==> src/rtl/apb_fifo_slave.sv <==
// APB responder fronting a DEPTH-entry 32-bit FIFO.
// Registers (word-mapped on PADDR[3:2]): CTRL, STATUS, PUSH, POP.
// Every transfer passes through a small FSM that inserts WAIT_STATES
// cycles of PREADY=0 in the ACCESS phase before completing.
module apb_fifo_slave #(
    parameter int DEPTH       = 8,
    parameter int WAIT_STATES = 1
) (
    input  logic        PCLK,
    input  logic        PRESET,
    input  logic [31:0] PADDR,
    input  logic        PSEL,
    input  logic        PENABLE,
    input  logic        PWRITE,
    input  logic [31:0] PWDATA,
    output logic [31:0] PRDATA,
    output logic        PREADY,
    output logic        irq
);

    localparam int AW = $clog2(DEPTH);   // pointer width
    localparam int CW = AW + 1;          // count width, holds 0..DEPTH

    typedef enum logic [1:0] {
        S_IDLE,
        S_WAIT,
        S_DONE
    } state_t;

    typedef enum logic [1:0] {
        REG_CTRL   = 2'd0,
        REG_STATUS = 2'd1,
        REG_PUSH   = 2'd2,
        REG_POP    = 2'd3
    } reg_t;

    // Transfer FSM
    state_t       state;
    state_t       state_nxt;
    logic [2:0]   wcnt;
    logic [2:0]   wcnt_nxt;
    reg_t         addr_q;
    logic         write_q;

    // FIFO and register state
    logic [31:0]  ram [DEPTH];
    logic [AW-1:0] wr_ptr;
    logic [AW-1:0] rd_ptr;
    logic [CW-1:0] count;
    logic         ie;
    logic         ovf;
    logic         udf;

    logic         setup;
    logic         access;
    logic         full;
    logic         empty;
    logic         do_write;
    logic         do_read;
    logic         push;
    logic         pop;
    logic [31:0]  status_word;

    // Address bits outside the word decode are intentionally ignored.
    logic         unused_addr;
    assign unused_addr = ^{PADDR[31:4], PADDR[1:0]};

    assign setup  = PSEL & ~PENABLE;
    assign access = PSEL & PENABLE;
    assign full   = (count == CW'(DEPTH));
    assign empty  = (count == '0);

    // A transfer commits on the single cycle PREADY is high.
    assign do_write = PREADY & write_q;
    assign do_read  = PREADY & ~write_q;
    assign push     = do_write & (addr_q == REG_PUSH);
    assign pop      = do_read  & (addr_q == REG_POP);

    // State register; also captures the decoded address and direction at SETUP.
    always_ff @(posedge PCLK) begin
        // NOTE: sequential state always uses non-blocking assignments so every
        // flop samples the pre-edge values of the others.
        if (!PRESET) begin
            state   <= S_IDLE;
            wcnt    <= '0;
            addr_q  <= REG_CTRL;
            write_q <= 1'b0;
        end else begin
            state <= state_nxt;
            wcnt  <= wcnt_nxt;
            if (state == S_IDLE && setup) begin
                addr_q  <= reg_t'(PADDR[3:2]);
                write_q <= PWRITE;
            end
        end
    end

    // Next-state logic: SETUP loads the wait counter, WAIT counts it down,
    // DONE always returns to IDLE; losing PSEL/PENABLE aborts the transfer.
    always_comb begin
        // NOTE: defaults first so no path through the case leaves a signal
        // unassigned, which would otherwise infer a latch.
        state_nxt = state;
        wcnt_nxt  = wcnt;
        case (state)
            S_IDLE: begin
                if (setup) begin
                    wcnt_nxt  = 3'(WAIT_STATES);
                    state_nxt = (WAIT_STATES > 0) ? S_WAIT : S_DONE;
                end
            end
            S_WAIT: begin
                if (!access) begin
                    state_nxt = S_IDLE;
                end else begin
                    wcnt_nxt = wcnt - 3'd1;
                    if (wcnt <= 3'd1) begin
                        state_nxt = S_DONE;
                    end
                end
            end
            S_DONE: begin
                state_nxt = S_IDLE;
            end
            default: begin
                state_nxt = S_IDLE;
            end
        endcase
    end

    // STATUS register image: {count, udf, ovf, full, empty}.
    always_comb begin
        status_word           = '0;
        status_word[0]        = empty;
        status_word[1]        = full;
        status_word[2]        = ovf;
        status_word[3]        = udf;
        status_word[4 +: CW]  = count;
    end

    // Outputs: PREADY only in DONE with the master still in ACCESS;
    // PRDATA is the register mux, forced to 0 whenever PREADY is low.
    always_comb begin
        PREADY = (state == S_DONE) & access;
        PRDATA = '0;
        if (PREADY && !write_q) begin
            case (addr_q)
                REG_CTRL:   PRDATA = {31'd0, ie};
                REG_STATUS: PRDATA = status_word;
                REG_PUSH:   PRDATA = '0;
                REG_POP:    PRDATA = empty ? 32'd0 : ram[rd_ptr];
                default:    PRDATA = '0;
            endcase
        end
    end

    // FIFO storage; written only on an accepted push.
    always_ff @(posedge PCLK) begin
        // NOTE: the RAM is deliberately not reset; pointers and count define
        // which entries are valid, so stale content is never observable.
        if (push && !full) begin
            ram[wr_ptr] <= PWDATA;
        end
    end

    // Register side effects at the commit edge, plus the registered interrupt.
    always_ff @(posedge PCLK) begin
        if (!PRESET) begin
            wr_ptr <= '0;
            rd_ptr <= '0;
            count  <= '0;
            ie     <= 1'b0;
            ovf    <= 1'b0;
            udf    <= 1'b0;
            irq    <= 1'b0;
        end else begin
            irq <= ie & (~empty | ovf);

            if (do_write && addr_q == REG_CTRL) begin
                ie <= PWDATA[0];
                if (PWDATA[1]) begin
                    wr_ptr <= '0;
                    rd_ptr <= '0;
                    count  <= '0;
                end
            end

            if (do_write && addr_q == REG_STATUS) begin
                if (PWDATA[2]) ovf <= 1'b0;
                if (PWDATA[3]) udf <= 1'b0;
            end

            if (push) begin
                if (full) begin
                    ovf <= 1'b1;
                end else begin
                    wr_ptr <= wr_ptr + AW'(1);
                    count  <= count + CW'(1);
                end
            end

            if (pop) begin
                if (empty) begin
                    udf <= 1'b1;
                end else begin
                    rd_ptr <= rd_ptr + AW'(1);
                    count  <= count - CW'(1);
                end
            end
        end
    end

endmodule

==> config.mk <==
export PLATFORM = sky130hd
export DESIGN_NAME = apb_fifo_slave
export DESIGN_NICKNAME = d
export VERILOG_FILES = /design/src/rtl/apb_fifo_slave.sv
export SDC_FILE = /design/constraint.sdc
export NUM_CORES = 1
export LEC_CHECK = 0
export ABC_AREA = 1
export CAP_MARGIN = 30
export CORE_ASPECT_RATIO = 1.2
export CORE_MARGIN = 4
export CORE_UTILIZATION = 45
export CTS_BUF_LIST = sky130_fd_sc_hd__clkbuf_4 sky130_fd_sc_hd__clkbuf_8 sky130_fd_sc_hd__clkbuf_16
export DETAILED_ROUTE_END_ITERATION = 16
export PLACE_DENSITY = 0.72
export SYNTH_ARGS = -nofsm -noshare
export SYNTH_HDL_FRONTEND = slang
export SYNTH_SLANG_ARGS = --single-unit
export TNS_END_PERCENT = 50
==> constraint.sdc <==
create_clock -name PCLK -period 5.6 [get_ports PCLK]
set_clock_uncertainty 0.2 [all_clocks]
set_input_delay 1.12 -clock PCLK [delete_from_list [all_inputs] [get_ports PCLK]]
set_output_delay 1.12 -clock PCLK [all_outputs]
set_load 0.02 [all_outputs]
Word-level counts from Yosys, hierarchy flattened
Memories as Yosys holds them, arrays and structs flattened. A register that Yosys moved wholly into a read port is not among the register bits.
Index checks and enable logic that the tools add are counted.
- register bits after elaboration: 22
- memory bits (writable): 256
- input bits: 69
- word-level logic and storage cells: 87
- memories kept: 1
- memories (memory ; depth ; width ; rd ports ; clocked after memory_dff ; wr ports ; line ; source):
    ram ; 8 ; 32 ; 1 ; 1 ; 1 ; 46 ; logic [31:0] ram [DEPTH];
- add/sub/neg operators: 5
- order comparisons: 1
- eq/ne operators: 9
- multiplexer cells: 35
- bitwise operators: 12
- reductions and logical operators: 13
- operator list (cell ; count):
    case mux 32 bit (4 select lines) ; 1
    2-to-1 mux 32 bit ; 2
    2-to-1 mux 3 bit ; 11
    2-to-1 mux 4 bit ; 6
    2-to-1 mux 1 bit ; 10
    bitwise AND 1 bit ; 8
    adder 3 x 1 -> 3 bit (second input constant) ; 2
    == test 2 bit (second input constant) ; 3
    2-to-1 mux 2 bit ; 3
    case mux 3 bit (2 select lines) ; 1
    logical AND 1 bit ; 5
    adder 4 x 1 -> 4 bit (second input constant) ; 1
    == test 2 x 1 -> 1 bit (second input constant) ; 2
    == test 4 bit (second input constant) ; 1
    logical NOT 2 bit ; 2
    logical NOT 4 bit ; 1
    inequality test 2 bit (second input constant) ; 2
    case mux 2 bit (2 select lines) ; 1
    subtractor 4 x 1 -> 4 bit (second input constant) ; 1
    <= comparator 3 x 1 -> 1 bit (second input constant) ; 1
    inequality test 3 bit (second input constant) ; 1
    inverter 1 bit ; 3
    AND reduction 3 bit ; 1
    subtractor 3 x 1 -> 3 bit (second input constant) ; 1
    other kinds (4) ; 5

Depth between registers and ports, before layout
- depth in word-level cells: 9
- depth in mapped cells: 10
- depth with buffers taken out: 10

Least setup slack after synthesis
Ideal clock, no wire load.
- path type: input to register
- start point: input PENABLE
- end point: memory ram[6][0] (enable)
- setup time: 0.461 ns
- arrival time: 4.085 ns
- data required time: 4.939 ns
- slack: 0.854 ns
- stages: 5
- path buffers: 0
- cell sequence: nand2_2 -> nor2_8 -> nand4_4 -> or2_1 -> nor3_1
- word-level cells in the longest chain between the ends: 7
- RTL lines (element ; line ; source):
    start: declaration ; 13 ; input logic PENABLE,
    bitwise AND 1 bit ; 69 ; assign access = PSEL & PENABLE;
    bitwise AND 1 bit ; 144 ; PREADY = (state == S_DONE) & access;
    via PREADY ; 17 ; output logic PREADY,
    bitwise AND 1 bit ; 74 ; assign do_write = PREADY & write_q;
    bitwise AND 1 bit ; 76 ; assign push = do_write & (addr_q == REG_PUSH);
    logical AND 1 bit ; 161 ; if (push && !full) begin
    2-to-1 mux 1 bit ; 161 ;
    2-to-1 mux 1 bit (not written as such) ; 162 ; ram[wr_ptr] <= PWDATA;
    end: declaration ; 46 ;
The timed path passes the listed nets, and every way through them passes these cells.

Final worst setup path
- start point: input PENABLE
- end point: output PRDATA[11]
- word-level cells in the longest chain between the ends: 4
- RTL lines (element ; line ; source):
    bitwise AND 1 bit ; 69 ;
    bitwise AND 1 bit ; 144 ;
    logical AND 1 bit ; 146 ; if (PREADY && !write_q) begin
    2-to-1 mux 32 bit ; 146 ;
    end: declaration ; 16 ; output logic [31:0] PRDATA,
No other way between the ends.

==> metrics.txt <==
chip height 182 um; Cells after Synth 976; Multi-input gate area 2960 um2; combinational share of power 0.017; highest clock rate 203 MHz; P_leak 4.55 nW; antenna violations before repair 0; Final Critical Period 4.92 ns; Clk network pwr share 0.434; internal power 3.35 mW; Tightest Hold Check Type flip-flop to flip-flop; class of the most critical setup path primary input to output pin; detailed-route wire length per cell 18.0 um; gpl congestion 0.823; 1st-iter DRT viols 559; worst rel slew slack 0.398; crit path capture type output pin; max-cap viol count 0; reg-to-reg slack, setup 2.57 ns; Layout area overhead 17.5%; Reg area 8130 um2; critical path's slowest cell clkdlybuf4s50_1; CTS root buffer clkbuf_16; actual slew at the worst max-slew pin 0.902 ns; gr usage total 0.174; Hold Violations, Final 0; Sw Share 0.188; port bufs 72; Clock Latency Late Sink 0.53 ns; Post-CTS Setup Repair Bufs 0; Post-CTS Hold Buffers 0; Max Root-Sink Buffers 3; sequential-to-total area share from yosys stat 0.714; Clock H-tree levels 1; largest net degree at the start of global routing 84; detailed-placement wirelength estimate 13.7 mm; Post-Route WL 24.9 mm; Post-Syn Area 11400 um2; clk sink count 278; fillers 2051; Crit Path Max Fanout 16; CORE AREA 24800 um2; Starting Density 0.459; Die W 153 um; Ys Warns 0; global route overflow 0; FP Rows 63; share of cells above drive strength 1 0.0847; Remaining DRCs 0; max incr delay on CP 0.64 ns; CTS tree done; Critical Path Start Type primary input; Net Switching 778 uW; commonest cells after routing, fill and taps aside 256 x edfxtp_1, 203 x nor2_1, 140 x nand2_1, 116 x o21ai_0, 72 x clkdlybuf4s50_1; Synth Register Bits 278; Final nets 1119; post-CTS sizing 0; status finished clean; Routed Antenna Nets 0; Via-to-Cell Ratio 5.41; vias in the first global route 7306; Net Count, Synth 1051; pre-CTS WS 0.676 ns; Top cell by count, worst path clkdlybuf4s50_1; Max Slew Vio Count 0; I/O pin count 103; RSZ-0062 raised after global routing false; antenna cells 0; CTS clock-pin slew for the worst setup and hold paths 0.06 ns; maximum vdd drop 0.259 mV; syn_area_per_cell 11.7 um2; final setup violating endpoints 0; first-pass GRT wire length 38.9 mm; Netlist cell types 37; via count 7500; WP data arrival 3.60 ns; setup_tns 0 ns; Inserted Clock Buffers 28; CP Cell Sequence clkdlybuf4s50_1, nand2_2, nor2_8, nand2_4, nor2b_4, buf_4, nand2_1, nor2_1, clkdlybuf4s50_1; most common cell after layout, fill and taps aside edfxtp_1; Setup WS post-layout 0.678 ns; drt first pass iters 5; CP required 4.28 ns; Reg power frac 0.549; Die Footprint 27900 um2; Final Cycle Share 0.879; Pwr Density 309 nW/um2
-- layer usage --
| metal | vias up | wire, um | global-route usage |
|---|---|---|---|
| met3 | 34 | 1450 | 0.0268 |
| met4 | 0 | 442 | 0.0503 |
| met1 | 3663 | 10300 | 0.226 |
| met2 | 223 | 12700 | 0.304 |
| met5 | - | 0 | 0 |
| li1 | 3580 | - | - |
-- registers in the layout, indices dropped and copies added, names as in the netlist --
| signal | count |
|---|---|
| ie | 1 |
| ovf | 1 |
| wr_ptr | 3 |
| udf | 1 |
| rd_ptr | 3 |
| addr_q | 2 |
| ram | 256 |
| count | 4 |
| irq | 1 |
| wcnt | 3 |
| write_q | 1 |
| state | 2 |
-- critical path: cells and delay by family --
| family | cells | cell delay (ns) |
|---|---|---|
| buf+inv | 3 | 1.49 |
| simple gates | 6 | 0.98 |
-- cell usage after synthesis --
| cell type | instances | area share |
|---|---|---|
| nor2_4 | 1 | 0.00099 |
| buf_2 | 17 | 0.0075 |
| o21bai_1 | 1 | 0.00066 |
| xor2_1 | 3 | 0.0023 |
| nand4_2 | 1 | 0.0011 |
| nand2_1 | 140 | 0.046 |
| and2_1 | 1 | 0.00055 |
| nand2_4 | 2 | 0.0020 |
| ha_1 | 6 | 0.0066 |
| buf_1 | 3 | 0.00099 |
| nor2_2 | 1 | 0.00055 |
| nand2_2 | 1 | 0.00055 |
| inv_1 | 23 | 0.0076 |
| clkinv_1 | 1 | 0.00033 |
| nand4_1 | 2 | 0.0011 |
| buf_4 | 2 | 0.0013 |
| or2_2 | 4 | 0.0022 |
| o311ai_0 | 1 | 0.00077 |
| nor3_1 | 9 | 0.0040 |
| nor2b_4 | 1 | 0.0012 |
| nor2_1 | 207 | 0.068 |
| o22ai_1 | 25 | 0.014 |
| clkbuf_1 | 29 | 0.0096 |
| buf_6 | 3 | 0.0030 |
| o211ai_1 | 20 | 0.013 |
| a22oi_1 | 1 | 0.00066 |
| edfxtp_1 | 256 | 0.68 |
| o21ai_0 | 116 | 0.051 |
| dfxtp_1 | 22 | 0.039 |
| and3_1 | 2 | 0.0011 |
| nor2_8 | 2 | 0.0035 |
| nand3_1 | 42 | 0.018 |
| xnor2_1 | 1 | 0.00077 |
| nand4_4 | 1 | 0.0019 |
| inv_2 | 2 | 0.00066 |
| or2_1 | 1 | 0.00055 |
| a21oi_1 | 26 | 0.011 |
-- power by group through the flow --
stage | Clock (mW) | Combinational [mW] | Sequential, mW
finish | 1.79 | 0.0682 | 2.27
detailed placement | 0 | 0.0675 | 2.31
CTS | 1.82 | 0.0680 | 2.27
global route | 1.89 | 0.0744 | 2.27
global placement | 0 | 0.0654 | 2.31
floorplan | 0 | 0.0164 | 2.31
-- final cells by class --
type / instances / share of cell area
Inverter: 26 / 0.00739
Clock inverter: 14 / 0.00973
Tap cell: 325 / 0.0304
Multi-Input combinational cell: 618 / 0.221
Clock buffer: 34 / 0.0570
Sequential cell: 278 / 0.608
Timing Repair Buffer: 92 / 0.0666
-- through the flow --
stage	cells	cell area [um2]	util	power (mW)	hold WS, ns
CTS	1387	13400	0.539	4.16	0.263
detailed placement	1339	12500	0.503	2.38	0.254
global route	1387	13400	0.539	4.24	0.293
global placement	1338	12500	0.502	2.38	0.247
finish	1387	13400	0.539	4.13	0.265
floorplan	976	11400	-	2.33	0.233
-- worst paths after layout --
kind / from / endpoint / cells after the start
worst max-delay path: PENABLE / PRDATA[11] / 9
worst min-delay path: ie / ie / 2
worst max register to register: count[0] / ram[2][6] / 7
worst min register to register: ie / ie / 2
-- cell families after synthesis --
group / count (synthesis) / share of synthesized area
and+or+nand+nor: 418 / 0.154
DFF: 278 / 0.714
AOI/OAI and AO/OA: 190 / 0.0914
buffers and inverters: 80 / 0.0309
adders and majority gates: 6 / 0.00659
xor gates and xnor gates: 4 / 0.00308
(Power assumes the default switching activity.)
